===== src/rtl/divider_wb_master.sv =====
// divider_wb_master: drives a memory-mapped divider over Wishbone classic and returns quotient/remainder
module divider_wb_master #(
   parameter int WBW = 32,
   parameter int XLEN = 32,
   parameter logic [WBW-1:0] ADR_DIVIDEND = 32'h1000_0000,
   parameter logic [WBW-1:0] ADR_DIVISOR = 32'h2000_0000,
   parameter logic [WBW-1:0] ADR_QUOTIENT = 32'h3000_0000,
   parameter logic [WBW-1:0] ADR_REMAINDER = 32'h4000_0000,
   parameter logic [WBW-1:0] ADR_CTRL = 32'h0100_0000,
   parameter int ACK_TIMEOUT = 16
) (
   input  logic              clk_i,
   input  logic              reset_i,
   input  logic              cmd_valid_i,
   output logic              cmd_ready_o,
   input  logic [XLEN-1:0]   cmd_dividend_i,
   input  logic [XLEN-1:0]   cmd_divisor_i,
   output logic              rsp_valid_o,
   input  logic              rsp_ready_i,
   output logic [XLEN-1:0]   rsp_quotient_o,
   output logic [XLEN-1:0]   rsp_remainder_o,
   output logic              rsp_err_o,
   output logic              busy_o,
   output logic              wbm_cyc_o,
   output logic              wbm_stb_o,
   output logic              wbm_we_o,
   output logic [WBW/8-1:0]  wbm_sel_o,
   output logic [WBW-1:0]    wbm_adr_o,
   output logic [WBW-1:0]    wbm_dat_o,
   input  logic              wbm_ack_i,
   input  logic [WBW-1:0]    wbm_dat_i
);
   localparam int CW = $clog2(ACK_TIMEOUT + 1);
   typedef enum logic [3:0] {IDLE, WR_DVD, WR_DVS, WR_GO, POLL, RD_QUO, RD_REM, GAP, RESP} state_t;
   state_t state, state_n, ret, ret_n;
   logic [XLEN-1:0] dvd, dvs;
   logic [CW-1:0] cnt;
   logic bus, ack, tmo, hs, dz;
   assign bus = state inside {WR_DVD, WR_DVS, WR_GO, POLL, RD_QUO, RD_REM};
   // acks only count while a cycle is open, so stray acks on an idle bus are ignored
   assign ack = bus & wbm_ack_i;
   assign tmo = bus & ~wbm_ack_i & (cnt == CW'(ACK_TIMEOUT - 1));
   assign cmd_ready_o = (state == IDLE) & ~reset_i;
   assign hs = cmd_valid_i & cmd_ready_o;
   assign dz = cmd_divisor_i == '0;
   assign busy_o = state != IDLE;
   assign wbm_cyc_o = bus;
   assign wbm_stb_o = bus;
   assign wbm_we_o = state inside {WR_DVD, WR_DVS, WR_GO};
   assign wbm_sel_o = bus ? '1 : '0;
   // bus address and write data follow the state, so they stay stable until ack
   always_comb begin
      wbm_adr_o = '0;
      wbm_dat_o = '0;
      case (state)
         WR_DVD: begin wbm_adr_o = ADR_DIVIDEND; wbm_dat_o = dvd; end
         WR_DVS: begin wbm_adr_o = ADR_DIVISOR; wbm_dat_o = dvs; end
         WR_GO: begin wbm_adr_o = ADR_CTRL; wbm_dat_o = WBW'(1); end
         POLL: wbm_adr_o = ADR_CTRL;
         RD_QUO: wbm_adr_o = ADR_QUOTIENT;
         RD_REM: wbm_adr_o = ADR_REMAINDER;
         default: ;
      endcase
   end
   // state and gap-return registers
   always_ff @(posedge clk_i or posedge reset_i) begin
      if (reset_i) begin
         state <= IDLE;
         ret <= IDLE;
      end else begin
         state <= state_n;
         ret <= ret_n;
      end
   end
   // next state: every transaction ends in GAP, which then resumes at ret
   always_comb begin
      state_n = state;
      ret_n = ret;
      case (state)
         IDLE: if (hs) begin state_n = dz ? RESP : GAP; ret_n = WR_DVD; end
         WR_DVD: if (ack) begin state_n = GAP; ret_n = WR_DVS; end
         WR_DVS: if (ack) begin state_n = GAP; ret_n = WR_GO; end
         WR_GO: if (ack) begin state_n = GAP; ret_n = POLL; end
         POLL: if (ack) begin state_n = GAP; ret_n = wbm_dat_i[1] ? RD_QUO : POLL; end
         RD_QUO: if (ack) begin state_n = GAP; ret_n = RD_REM; end
         RD_REM: if (ack) begin state_n = GAP; ret_n = RESP; end
         GAP: state_n = ret;
         RESP: if (rsp_valid_o & rsp_ready_i) state_n = IDLE;
         default: state_n = IDLE;
      endcase
      if (tmo) state_n = RESP;
   end
   // operand latch, ack wait counter and response registers; rsp_valid_o rises one cycle into RESP
   always_ff @(posedge clk_i or posedge reset_i) begin
      if (reset_i) begin
         dvd <= '0;
         dvs <= '0;
         cnt <= '0;
         rsp_valid_o <= 1'b0;
         rsp_quotient_o <= '0;
         rsp_remainder_o <= '0;
         rsp_err_o <= 1'b0;
      end else begin
         cnt <= bus ? cnt + CW'(1) : '0;
         rsp_valid_o <= (state == RESP) & ~(rsp_valid_o & rsp_ready_i);
         if (hs) begin
            dvd <= cmd_dividend_i;
            dvs <= cmd_divisor_i;
            rsp_quotient_o <= dz ? '1 : '0;
            rsp_remainder_o <= dz ? cmd_dividend_i : '0;
            rsp_err_o <= dz;
         end
         if (ack && state == RD_QUO) rsp_quotient_o <= wbm_dat_i;
         if (ack && state == RD_REM) rsp_remainder_o <= wbm_dat_i;
         if (tmo) begin
            rsp_quotient_o <= '0;
            rsp_remainder_o <= '0;
            rsp_err_o <= 1'b1;
         end
      end
   end
endmodule

===== config.mk =====
export PLATFORM = sky130hd
export DESIGN_NAME = divider_wb_master
export DESIGN_NICKNAME = d
export VERILOG_FILES = /design/src/rtl/divider_wb_master.sv
export SDC_FILE = /design/constraint.sdc
export NUM_CORES = 1
export LEC_CHECK = 0
export BUFFER_PORTS_ARGS = -buffer_cell sky130_fd_sc_hd__clkbuf_2
export CAP_MARGIN = 20
export CORE_AREA = 2 2 124 126
export DETAILED_ROUTE_END_ITERATION = 12
export DIE_AREA = 0 0 126 128
export GPL_ROUTABILITY_DRIVEN = 0
export PLACE_DENSITY = 0.85
export SYNTH_ARGS = -nofsm -noshare
export SYNTH_HDL_FRONTEND = slang
export SYNTH_SLANG_ARGS = --single-unit

===== constraint.sdc =====
create_clock -name clk_i -period 3.7 [get_ports clk_i]
set_input_delay 0.185 -clock clk_i [delete_from_list [all_inputs] [get_ports clk_i]]
set_output_delay 0.185 -clock clk_i [all_outputs]
set_load 0.02 [all_outputs]

After elaboration in Yosys (flattened, before gate mapping):

Cells that the tools add are included.

* output and inout port bits: 139
* word-level logic and storage cells: 83
* input port bits: 101
* register bits after elaboration: 143
* bits in read-only memories: 0
* bits in latches: 0
* memories: 0
* RAM bits: 0

* reduce and logical (&&, ||, !) cells: 15
* mux-type cells: 29
* shifts and indexed selects: 0
* magnitude comparators: 0
* $mul: 0
* eq/ne operators: 19
* $add $sub $neg: 1
* bitwise operators: 10
* div/mod/pow operators: 0

Operator list (number)
* two-way mux 32 bit: 8
* case mux 31 bit (5 select lines): 1
* case mux 32 bit (3 select lines): 1
* two-way mux 4 bit: 13
* logical NOT 32 bit: 1
* case mux 4 bit (7 select lines): 1
* == test 4 x 3 -> 1 bit, second input constant: 4
* case mux 4 bit (4 select lines): 1
* != test 2 bit, second input constant: 7
* nonzero test 3 bit: 3
* == test 4 x 2 -> 1 bit, second input constant: 2
* AND reduction 8 bit: 1
* bitwise AND 1 bit: 7
* nonzero test 7 bit: 1
* != test 3 bit, second input constant: 2
* nonzero test 6 bit: 1
* OR reduction 6 bit: 1
* adder 5 x 1 -> 5 bit, second input constant: 1
* == test 5 x 4 -> 1 bit, second input constant: 1
* two-way mux 5 bit: 1
* == test 4 x 1 -> 1 bit, second input constant: 1
* == test 4 bit, second input constant: 1
* logical NOT 4 bit: 1
* nonzero test 4 bit: 1
* 7 further kinds: 12

Depth between registers and ports, before layout:

Gate-level depths: netlist of run 1.

* depth after elaboration: 6
* depth in mapped cells: 8

Least setup slack after synthesis of run 1:

No wires, ideal clock.

* path type: input port to flip-flop
* start point: input port reset_i
* end point: register rsp_remainder_o[10]
* slack: -862 ps
* buffers on the path: 1
* stages on the path: 6
* arrival time: 4498 ps
* library setup time: 64 ps
* data required time: 3636 ps
* cells stage by stage: inv_1 nand3_2 nor3_4 buf_2 a22o_1 a21o_1

* cells in the longest elaborated chain, start to end: 4

Ends and longest elaborated chain
* from (decl): line 13 `input logic reset_i,`
* inverter 1 bit: line 43 `assign cmd_ready_o = (state == IDLE) & ~reset_i;`
* bitwise AND 1 bit: line 43
* bitwise AND 1 bit: line 44 `assign hs = cmd_valid_i & cmd_ready_o;`
* nonzero test 3 bit (no line)
* to (signal assigned): line 110 `rsp_remainder_o <= dz ? cmd_dividend_i : '0;`
* to (signal assigned): line 114 `if (ack && state == RD_REM) rsp_remainder_o <= wbm_dat_i;`
* to (decl): line 21 `output logic [XLEN-1:0] rsp_remainder_o,`

Every way passes these cells.
A chain may end at the register's enable or synchronous reset.

Final worst setup path of run 1:

* start point: register state[3]
* end point: register rsp_remainder_o[19]

* cells in the longest elaborated chain, start to end: 6

Ends and longest elaborated chain
* from (decl): line 35 `state_t state, state_n, ret, ret_n;`
* from (signal assigned): line 71 `state <= state_n;`
* == test 4 x 1 -> 1 bit (tied with other cells): line 39 `assign bus = state inside {WR_DVD, WR_DVS, WR_GO, POLL, RD_QUO, RD_REM};`
* nonzero test 6 bit: line 39
* bitwise AND 1 bit: line 41 `assign ack = bus & wbm_ack_i;`
* logical AND 1 bit: line 114
* two-way mux 32 bit: line 114
* two-way mux 32 bit: line 115 `if (tmo) begin`

Parallel ways exist; a longest one is shown, timed or not.

==> metrics.txt, run 1 <==
status=complete, no violations; H-tree depth=4; nets=~1000; Max clock buf depth=2; Yosys reg bits=143; CP required=4070 ps; hold path endpoint=dvd[31]$_DFFE_PP0P_; DIE HEIGHT=128 µm; Setup Viol. Count Final=0; first-pass GRT wire length=31500 µm; DRT Pass-1 Iters=4; r2r startpoint=state[3]$_DFFE_PP0P_; later-pin clock latency in the skew report=430 ps; Lkg Pwr=between 4 and 5 nW; Max Cap Viol=0; CP Max Fanout=44; pre-CTS setup slack=approximately 1200 ps; Vias/cell=roughly 5.5; r2r worst-path depth=6; Root Driver=clkbuf_16; GRT overflow=0; worst vdd ir=approximately 400 µV; Core Region=0.0149 mm²; Die Wd=around 130 µm; Diodes inserted=0; Setup TNS=0 ps; Reg clk slew, reported paths=70 ps; Synth Warn #=0; overall power=7.14 mW; IO Pins=240; hold-critical path depth=3; min-delay worst type=in2reg; layout cells sized above 1=approximately 29%; initial antenna violation count=0; Distinct cells, synth=43; R2R setup slack=about 1100 ps; wire per inst=17.9 µm; initial core utilization=between 40% and 50%; Final HPWL DP=12700 µm; CTS tree=built; fin cells=1126; Synth Area per Inst=9.70 µm²; GR Util All Layers=25.0%; multi-input logic area=0.00264 mm²; Slew Viols, Final=0; fmax=389 MHz; Routed Antenna Nets=0; power density over the cells=roughly 810 mW/mm²; Setup WS post-layout=1130 ps; RSZ-0062 raised after global routing=false; Mapped Area=0.00655 mm²; Worst path slowest cell=dfrtp_1; crit-path max cell delay=between 500 and 600 ps; DR iter-0 viols=about 420; HP Start=cmd_dividend_i[31]; Post-Syn Instances=approximately 680; Least-Margin Pin Slew=~960 ps; sequential area share after synthesis=54.6%; Setup Buffers After CTS=0; pin count of the biggest net entering global routing=76; R2R Path End=rsp_remainder_o[19]$_DFFE_PP0P_; number of fill cells=about 1200; Die ar.=0.0161 mm²; cell chain of the critical path=nor4_4 -> nand3_2 -> nor3_4 -> buf_4 -> a22o_1 -> a21o_1; fin crit share=69.5%; slew margin rel.=36.0%; register area=roughly 0.0036 mm²; minimum clock period=2570 ps; Fin. Hold Viols=0; Critical Path AT=a little under 3000 ps; dpl cells=1032; TritonCTS Buffers=17; Port-buffer cells=211; # rows=45; crit end category=register; drt drc=0; final hold slack=20.8 ps; Area growth syn-to-layout=34.7%; CP Launch Type=register; clk_skew=10.2 ps; Vias=6192; vias in the first global route=around 6000; critical path class=reg2reg; clk sink count=143; routed wire length=between 20000 and 25000 µm
[metrics by stage]
stage | instance area [µm²] | utilization (%)
final | 8820 | 59.3
after global routing | 8820 | 59.3
after CTS | 8820 | 59.3
after detailed placement | 7630 | 51.3
after global placement | 7630 | 51.3
after floorplan | 6650 | -
[logic make-up after synthesis]
kind of cell | after synthesis | share of synthesized area (%)
AO/OA/AOI/OAI | 150 | 18.8
XOR/XNOR | 2 | 0.268
adder cells (fa/ha/maj) | 2 | 0.382
buffers and inverters | 88 | 7.32
flip-flops | 143 | 54.6
multiplexers | 1 | 0.172
other | 1 | 0.0573
AND/OR/NAND/NOR | 288 | 18.4
[critical path, delay by kind of cell (launching register included)]
family | cells | cell delay [ps]
AO/OA/AOI/OAI | 2 | 330
buffers and inverters | 1 | 460
flip-flops | 1 | 590
AND/OR/NAND/NOR | 3 | 1110
[where the power goes]
group / internal (mW) / switching [mW]
sequential: 2.22 / 0.456
combinational: 1.05 / 1.76
clock: 0.893 / 0.762
[worst max-delay path by stage]
stage / startpoint / endpoint / slack [ps] / cells after the start
after CTS: state[3]$_DFFE_PP0P_ / rsp_remainder_o[17]$_DFFE_PP0P_ / 1160 / 6
final: state[3]$_DFFE_PP0P_ / rsp_remainder_o[19]$_DFFE_PP0P_ / 1130 / 6
after global routing: state[3]$_DFFE_PP0P_ / rsp_remainder_o[17]$_DFFE_PP0P_ / 950 / 6
after detailed placement: state[3]$_DFFE_PP0P_ / rsp_quotient_o[20]$_DFFE_PP0P_ / 1180 / 6
after global placement: state[3]$_DFFE_PP0P_ / rsp_remainder_o[26]$_DFFE_PP0P_ / 1260 / 6
after floorplan: reset_i / rsp_quotient_o[0]$_DFFE_PP0P_ / 100 / 7
[synth_stat cells]
master / number / share of area, %
and2_1: 1 / 0.096
nor3_4: 1 / 0.25
a221oi_1: 32 / 4.3
xor2_1: 1 / 0.13
a21o_1: 34 / 3.9
dfrtp_1: 143 / 55
a21boi_1: 1 / 0.11
buf_4: 33 / 3.8
nor3_1: 5 / 0.38
nand2_1: 203 / 12
o21bai_1: 1 / 0.11
nor4_1: 8 / 0.76
a21boi_0: 2 / 0.23
xnor2_1: 1 / 0.13
mux2_2: 1 / 0.17
clkbuf_1: 28 / 1.6
and3_1: 2 / 0.19
nor3b_2: 1 / 0.19
nor4_4: 1 / 0.32
buf_2: 19 / 1.5
ha_1: 2 / 0.38
nand3b_1: 2 / 0.23
nor2_1: 50 / 2.9
nand3_2: 1 / 0.15
nand2b_1: 3 / 0.29
a221o_1: 1 / 0.15
a31oi_1: 1 / 0.096
nor3_2: 1 / 0.15
a21oi_1: 1 / 0.076
o21ai_0: 7 / 0.53
inv_1: 6 / 0.34
o21a_1: 1 / 0.11
clkbuf_2: 1 / 0.076
and4b_1: 1 / 0.15
a22o_1: 66 / 8.8
a211oi_1: 1 / 0.11
o221ai_1: 1 / 0.13
a22oi_1: 1 / 0.11
buf_1: 1 / 0.057
conb_1: 1 / 0.057
nand3_1: 5 / 0.38
nor3b_1: 1 / 0.11
nand4_1: 2 / 0.19
[final cells by class]
class | instances | area share (%)
clock inverter | 15 | 1.60
sequential | 143 | 40.6
multi-input combinational | 471 | 29.9
clock buffer | 17 | 4.82
inverter | 6 | 0.298
tap | 188 | 2.67
timing repair buffer | 286 | 20.1
[cells in the final DEF (no fill, tap or decap), types with 2 or more instances in the layout]
cell type / Yosys / final
inv_8: 0 / 5
ha_1: 2 / 2
a22o_1: 66 / 66
nand3_1: 5 / 5
dfrtp_1: 143 / 143
clkbuf_2: 1 / 211
a21o_1: 34 / 34
dlygate4sd3_1: 0 / 62
clkinv_4: 0 / 3
clkbuf_16: 0 / 17
a221oi_1: 32 / 32
nand3b_1: 2 / 2
nor3_1: 5 / 2
nor2_4: 0 / 3
clkinvlp_4: 0 / 3
nand2_1: 203 / 203
nand4_1: 2 / 2
a21boi_0: 2 / 2
nand2b_1: 3 / 3
conb_1: 1 / 28
nor4_1: 8 / 8
nor3_2: 1 / 4
nor2_1: 50 / 47
inv_1: 6 / 5
o21ai_0: 7 / 7
inv_6: 0 / 5
buf_4: 33 / 13
[routing by layer]
| layer | share of wire (%) | up-vias | GRT usage, % |
|---|---|---|---|
| met5 | 0 | - | 0 |
| met4 | 3.1 | 0 | 12.3 |
| met3 | 7.5 | 56 | 5.76 |
| met2 | 49 | 325 | 40.0 |
| met1 | 41 | 3031 | 32.2 |
| li1 | - | 2780 | - |
[sequential cells by signal, summed over array words and instances (netlist names)]
register	cells
dvd	32
rsp_err_o	1
cnt	5
ret	4
rsp_remainder_o	32
dvs	32
state	4
rsp_valid_o	1
rsp_quotient_o	32
[repair_timing]
action / CTS / global route
resized for setup: 0 / 0
endpoints found under the hold margin: 62 / 0
hold buffers: 62 / 0
endpoints found under the setup margin: 0 / 0
Note: power is estimated with default switching activity, not from simulation.
==> run 2: changes to the inputs <==
--- a/config.mk
+++ b/config.mk
@@ -7,11 +7,11 @@
 export LEC_CHECK = 0
 export BUFFER_PORTS_ARGS = -buffer_cell sky130_fd_sc_hd__clkbuf_2
 export CAP_MARGIN = 20
-export CORE_AREA = 2 2 124 126
+export CORE_AREA = 2 2 118 120
 export DETAILED_ROUTE_END_ITERATION = 12
-export DIE_AREA = 0 0 126 128
+export DIE_AREA = 0 0 120 122
 export GPL_ROUTABILITY_DRIVEN = 0
-export PLACE_DENSITY = 0.85
+export PLACE_DENSITY = 0.88
 export SYNTH_ARGS = -nofsm -noshare
 export SYNTH_HDL_FRONTEND = slang
 export SYNTH_SLANG_ARGS = --single-unit
==> constraint.sdc (replaced) <==
create_clock -name clk_i -period 2.6 [get_ports clk_i]
set_input_delay 0.13 -clock clk_i [delete_from_list [all_inputs] [get_ports clk_i]]
set_output_delay 0.13 -clock clk_i [all_outputs]
set_load 0.02 [all_outputs]
==> run 2 against run 1 <==
Against the previous run:
- register-to-register slack worse by 840 ps
- power increased by 49%
- clock skew hardly changed
- combinational power increased by 49%
- first-iteration DRC count increased by 90%
- critical endpoint is now wbm_dat_o[8]
- highest routed layer unchanged
==> metrics.txt, run 2 (synthesis gave the netlist of run 1 again) <==
status=complete, no violations; Core Region=between 0.01 and 0.015 mm²; crit end category=primary output; Fin. Hold Viols=0; Root Driver=clkbuf_16; CTS tree=built; HP Start=wbm_dat_i[20]; pin count of the biggest net entering global routing=56; critical path class=reg2out; Critical Path AT=2200 ps; post-cts sizing count=0; GR Util All Layers=~28%; initial core utilization=a little under 50%; Routed Antenna Nets=0; # rows=43; power density over the cells=between 1000 and 1500 mW/mm²; pre-CTS setup slack=449 ps; R2R Path End=rsp_quotient_o[19]$_DFFE_PP0P_; Max clock buf depth=2; min-delay worst type=in2reg; r2r worst-path depth=5; post-route cell area=0.00930 mm²; nets=1066; slew margin rel.=40.3%; hold path endpoint=rsp_quotient_o[20]$_DFFE_PP0P_; Setup WS post-layout=~270 ps; Vias=6442; worst vdd ir=between 600 and 700 µV; IO Pins=240; fin crit share=89.6%; DRT Pass-1 Iters=7; DIE HEIGHT=122 µm; Area growth syn-to-layout=42.0%; Vias/cell=5.56; clk_skew=about 10 ps; first-pass GRT wire length=about 32000 µm; DR iter-0 viols=802; register area=~0.0036 mm²; CP Max Fanout=19; GRT overflow=0; routed wire length=20800 µm; multi-input logic area=0.00267 mm²; TritonCTS Buffers=17; layout cells sized above 1=roughly 29%; initial antenna violation count=1; fmax=429 MHz; R2R setup slack=290 ps; Final HPWL DP=between 10000 and 15000 µm; Setup Viol. Count Final=0; r2r startpoint=state[2]$_DFFE_PP0P_; minimum clock period=2330 ps; hold-critical path depth=3; most common cell after layout, fill and taps aside=clkbuf_2; later-pin clock latency in the skew report=about 420 ps; Lkg Pwr=slightly above 5 nW; Least-Margin Pin Slew=894 ps; Port-buffer cells=211; H-tree depth=4; CP Launch Type=register; Max Cap Viol=0; clk sink count=around 140; number of fill cells=956; vias in the first global route=6458; wire per inst=roughly 18 µm; CP required=2470 ps; Placement Cell Area=roughly 0.008 mm²; commonest non-fill, non-tap cells in the layout=211 x clkbuf_2, 203 x nand2_1, 143 x dfrtp_1; Die ar.=0.0146 mm²; RSZ-0062 raised after global routing=false; Reg clk slew, reported paths=60 ps; Die Wd=120 µm; drt drc=0; Slew Viols, Final=0
==> run 2: changes by cell type in the layout (fill, tap and decap cells not counted), moves of 2 or more <==
cell,delta
buf_12,+3
buf_4,+8
bufinv_16,+4
clkinv_2,+3
diode_2,+2
dlygate4sd3_1,+27
inv_6,-3
inv_8,-5
==> run 2: area by class of cell <==
type	instances	share of cell area (%)
sequential	143	38.5
multi-input combinational	471	28.7
timing repair buffer	324	23.3
clock buffer	19	4.76
tap	180	2.42
clock inverter	13	1.99
inverter	6	0.283
antenna	2	0.0538
==> run 2: timing repair <==
item                                    4_1_cts  5_1_grt
hold buffers                                 89        0
endpoints found under the hold margin       137        0
endpoints found under the setup margin        0        0
buffers inserted                              0        0
==> run 2: worst max-delay path by stage <==
stage / slack (ps) / from / depth (start not counted) / to
after detailed placement: 450 / state[2]$_DFFE_PP0P_ / 5 / rsp_quotient_o[21]$_DFFE_PP0P_
final: 270 / state[1]$_DFFE_PP0P_ / 5 / wbm_dat_o[8]
after global routing: 120 / state[0]$_DFFE_PP0P_ / 5 / wbm_dat_o[10]
after floorplan: -850 / reset_i / 6 / rsp_remainder_o[0]$_DFFE_PP0P_
after global placement: 530 / state[2]$_DFFE_PP0P_ / 5 / rsp_quotient_o[16]$_DFFE_PP0P_
after CTS: 310 / state[1]$_DFFE_PP0P_ / 5 / wbm_dat_o[8]
==> run 2: critical path, cell delays in order (launching register included) <==
cell	delay [ps]
dfrtp_1	540
nand2b_1	300
nor3_2	230
buf_4	310
a22o_1	220
clkbuf_2	170
==> run 2: through the flow <==
stage	total power, mW	utilization [%]	TNS (ps)	hold slack [ps]	cells
2_1_floorplan	6.54	-	-103100	235	702
3_3_place_gp	7.66	57.6	0	339	1035
3_5_place_dp	7.79	57.6	0	343	1035
4_1_cts	10.5	68.8	0	0.157	1156
5_1_grt	11.2	68.8	0	21.7	1157
6_report	10.6	68.8	0	11.6	1158
==> run 2: power breakdown <==
part | internal (mW) | switching, mW
combinational | 1.61 | 2.59
sequential | 3.16 | 0.652
clock | 1.63 | 0.965
total | 6.40 | 4.21
==> run 2: layer usage <==
metal	vias to the layer above	GRT usage [%]	wire length, µm	part of all wire, %
met3	78	5.71	1510	7.2
met1	3098	34.1	8210	39
met5	-	0	0	0
met4	0	15.4	747	3.6
met2	395	47.7	10400	50
li1	2871	-	-	-
==> run 3: changes to the inputs <==
--- a/config.mk
+++ b/config.mk
@@ -11,6 +11,7 @@
 export DETAILED_ROUTE_END_ITERATION = 12
 export DIE_AREA = 0 0 120 122
 export GPL_ROUTABILITY_DRIVEN = 0
+export GPL_TIMING_DRIVEN = 0
 export PLACE_DENSITY = 0.88
 export SYNTH_ARGS = -nofsm -noshare
 export SYNTH_HDL_FRONTEND = slang
==> run 3 against run 2 <==
Against the previous run:
- sequential share of layout area decreased by 0.87 points
- non-clock buffer count increased by 55
- sequential cell count unchanged
==> metrics.txt, run 3 (synthesis gave the netlist of run 1 again) <==
# rows=43; Diodes inserted=0; minimum clock period=2520 ps; DRT Pass-1 Iters=5; worst vdd ir=799 µV; Lkg Pwr=5.27 nW; GR Util All Layers=29.3%; first-pass GRT wire length=32900 µm; Slew Viols, Final=0; overall power=10.5 mW; clk sink count=143; post-route cell area=0.00951 mm²; most used cell, CP=clkbuf_2; Final Core Density=70.4%; crit path buf inv count=4; H-tree depth=4; CP Max Fanout=10; Vias/cell=5.41; vias in the first global route=roughly 6500; critical path class=reg2out; CTS tree=built; Setup TNS=0 ps; Die ar.=0.0146 mm²; IO Pins=240; Core Region=0.0135 mm²; clk_skew=6.33 ps; Max Cap Viol=0; CP required=2470 ps; cell chain of the critical path=clkbuf_2 -> clkbuf_1 -> nor3_4 -> clkbuf_2 -> a22o_1 -> clkbuf_2; GRT overflow=0; Vias=roughly 6500; CP Launch Type=register; Reg clk slew, reported paths=60 ps; Port-buffer cells=211; fin cells=1210; Die Wd=about 120 µm; min-delay worst type=in2reg; Max clock buf depth=2; Setup WS post-layout=roughly 81 ps; initial core utilization=approximately half; Area growth syn-to-layout=45.2%; commonest non-fill, non-tap cells in the layout=218 x clkbuf_2, 203 x nand2_1, 143 x dfrtp_1; fmax=397 MHz; most common cell after layout, fill and taps aside=clkbuf_2; TritonCTS Buffers=17; crit-path leading delay family=buffers and inverters; Placement Cell Area=0.00810 mm²; crit end category=primary output; Routed Antenna Nets=0; slew margin rel.=51.4%; final hold slack=21.2 ps; later-pin clock latency in the skew report=420 ps; drt drc=0; pin count of the biggest net entering global routing=43; Fin. Hold Viols=0; Worst path slowest cell=nor3_4; Final HPWL DP=approximately 14000 µm; wire per inst=17.7 µm; routed wire length=21400 µm; Root Driver=clkbuf_16; initial antenna violation count=0; power density over the cells=1100 mW/mm²; crit-path max cell delay=about 380 ps; layout cells sized above 1=31.6%; Setup Viol. Count Final=0; status=complete, no violations; Least-Margin Pin Slew=726 ps; DR iter-0 viols=707; pre-CTS setup slack=-146 ps; fin crit share=about 97%; nets=1121; DIE HEIGHT=about 120 µm; dpl cells=1096; Critical Path AT=~2400 ps
## run 3: cell count changes in the layout (fill, tap and decap cells not counted), sizes merged
| cell | previous run | this run |
|---|---|---|
| clkbuf | 230 | 262 |
| clkinv | 5 | 4 |
| dlygate4sd3 | 89 | 79 |
| diode | 2 | 0 |
| bufinv | 4 | 2 |
| inv | 7 | 5 |
| buf | 24 | 62 |
| clkinvlp | 3 | 2 |
## run 3: where the power goes
group | switching [mW] | total, mW | leakage [nW] | internal, mW
sequential | 0.566 | 3.73 | 1.82 | 3.16
combinational | 2.73 | 4.45 | 3.17 | 1.73
clock | 0.888 | 2.31 | 0.268 | 1.42
total | 4.18 | 10.5 | 5.27 | 6.31
## run 3: layout make-up
| cell class | instances | area, µm² |
|---|---|---|
| plain buffers | 82 | 536 |
| clock buffers | 24 | 462 |
| clock inverters | 7 | 87.6 |
| fillers | 972 | 3990 |
| inverters | 6 | 26.3 |
| multi-input cells | 471 | 2650 |
| flip-flops and latches | 143 | 3580 |
| well taps | 180 | 225 |
| repair buffers | 297 | 1950 |
## run 3: metal layers
layer  up-vias  routed length [µm]  GRT usage (%)
li1       2968                   -              -
met1      3137                8780           36.7
met2       363               10300           48.2
met3        81                1540           7.07
met4         0                 848           13.5
met5         -                   0              0
## run 3: path summary, 6_finish.rpt
check	from	endpoint	slack, ps	cells past startpoint
setup reg to reg	state[1]$_DFFE_PP0P_	rsp_quotient_o[1]$_DFFE_PP0P_	210	7
hold / removal	wbm_dat_i[18]	rsp_quotient_o[18]$_DFFE_PP0P_	20	3
hold reg to reg	cnt[0]$_DFF_PP0_	cnt[0]$_DFF_PP0_	460	1
setup / recovery	state[2]$_DFFE_PP0P_	wbm_dat_o[3]	80	6
max in group asynchronous	reset_i	rsp_remainder_o[17]$_DFFE_PP0P_	1760	5
min in group asynchronous	reset_i	rsp_remainder_o[6]$_DFFE_PP0P_	410	4
## run 3: worst min-delay path: stages
cell	delay, ps
clkbuf_2	100
a221oi_1	80
nor2_1	90
## run 3: timing repair
action,4_1_cts,5_1_grt
hold endpoints to repair,114,0
buffers inserted,0,3
pin swaps,0,1
cloned,0,0
endpoints found under the setup margin,30,51
hold buffers,80,0
gates resized for setup,9,3
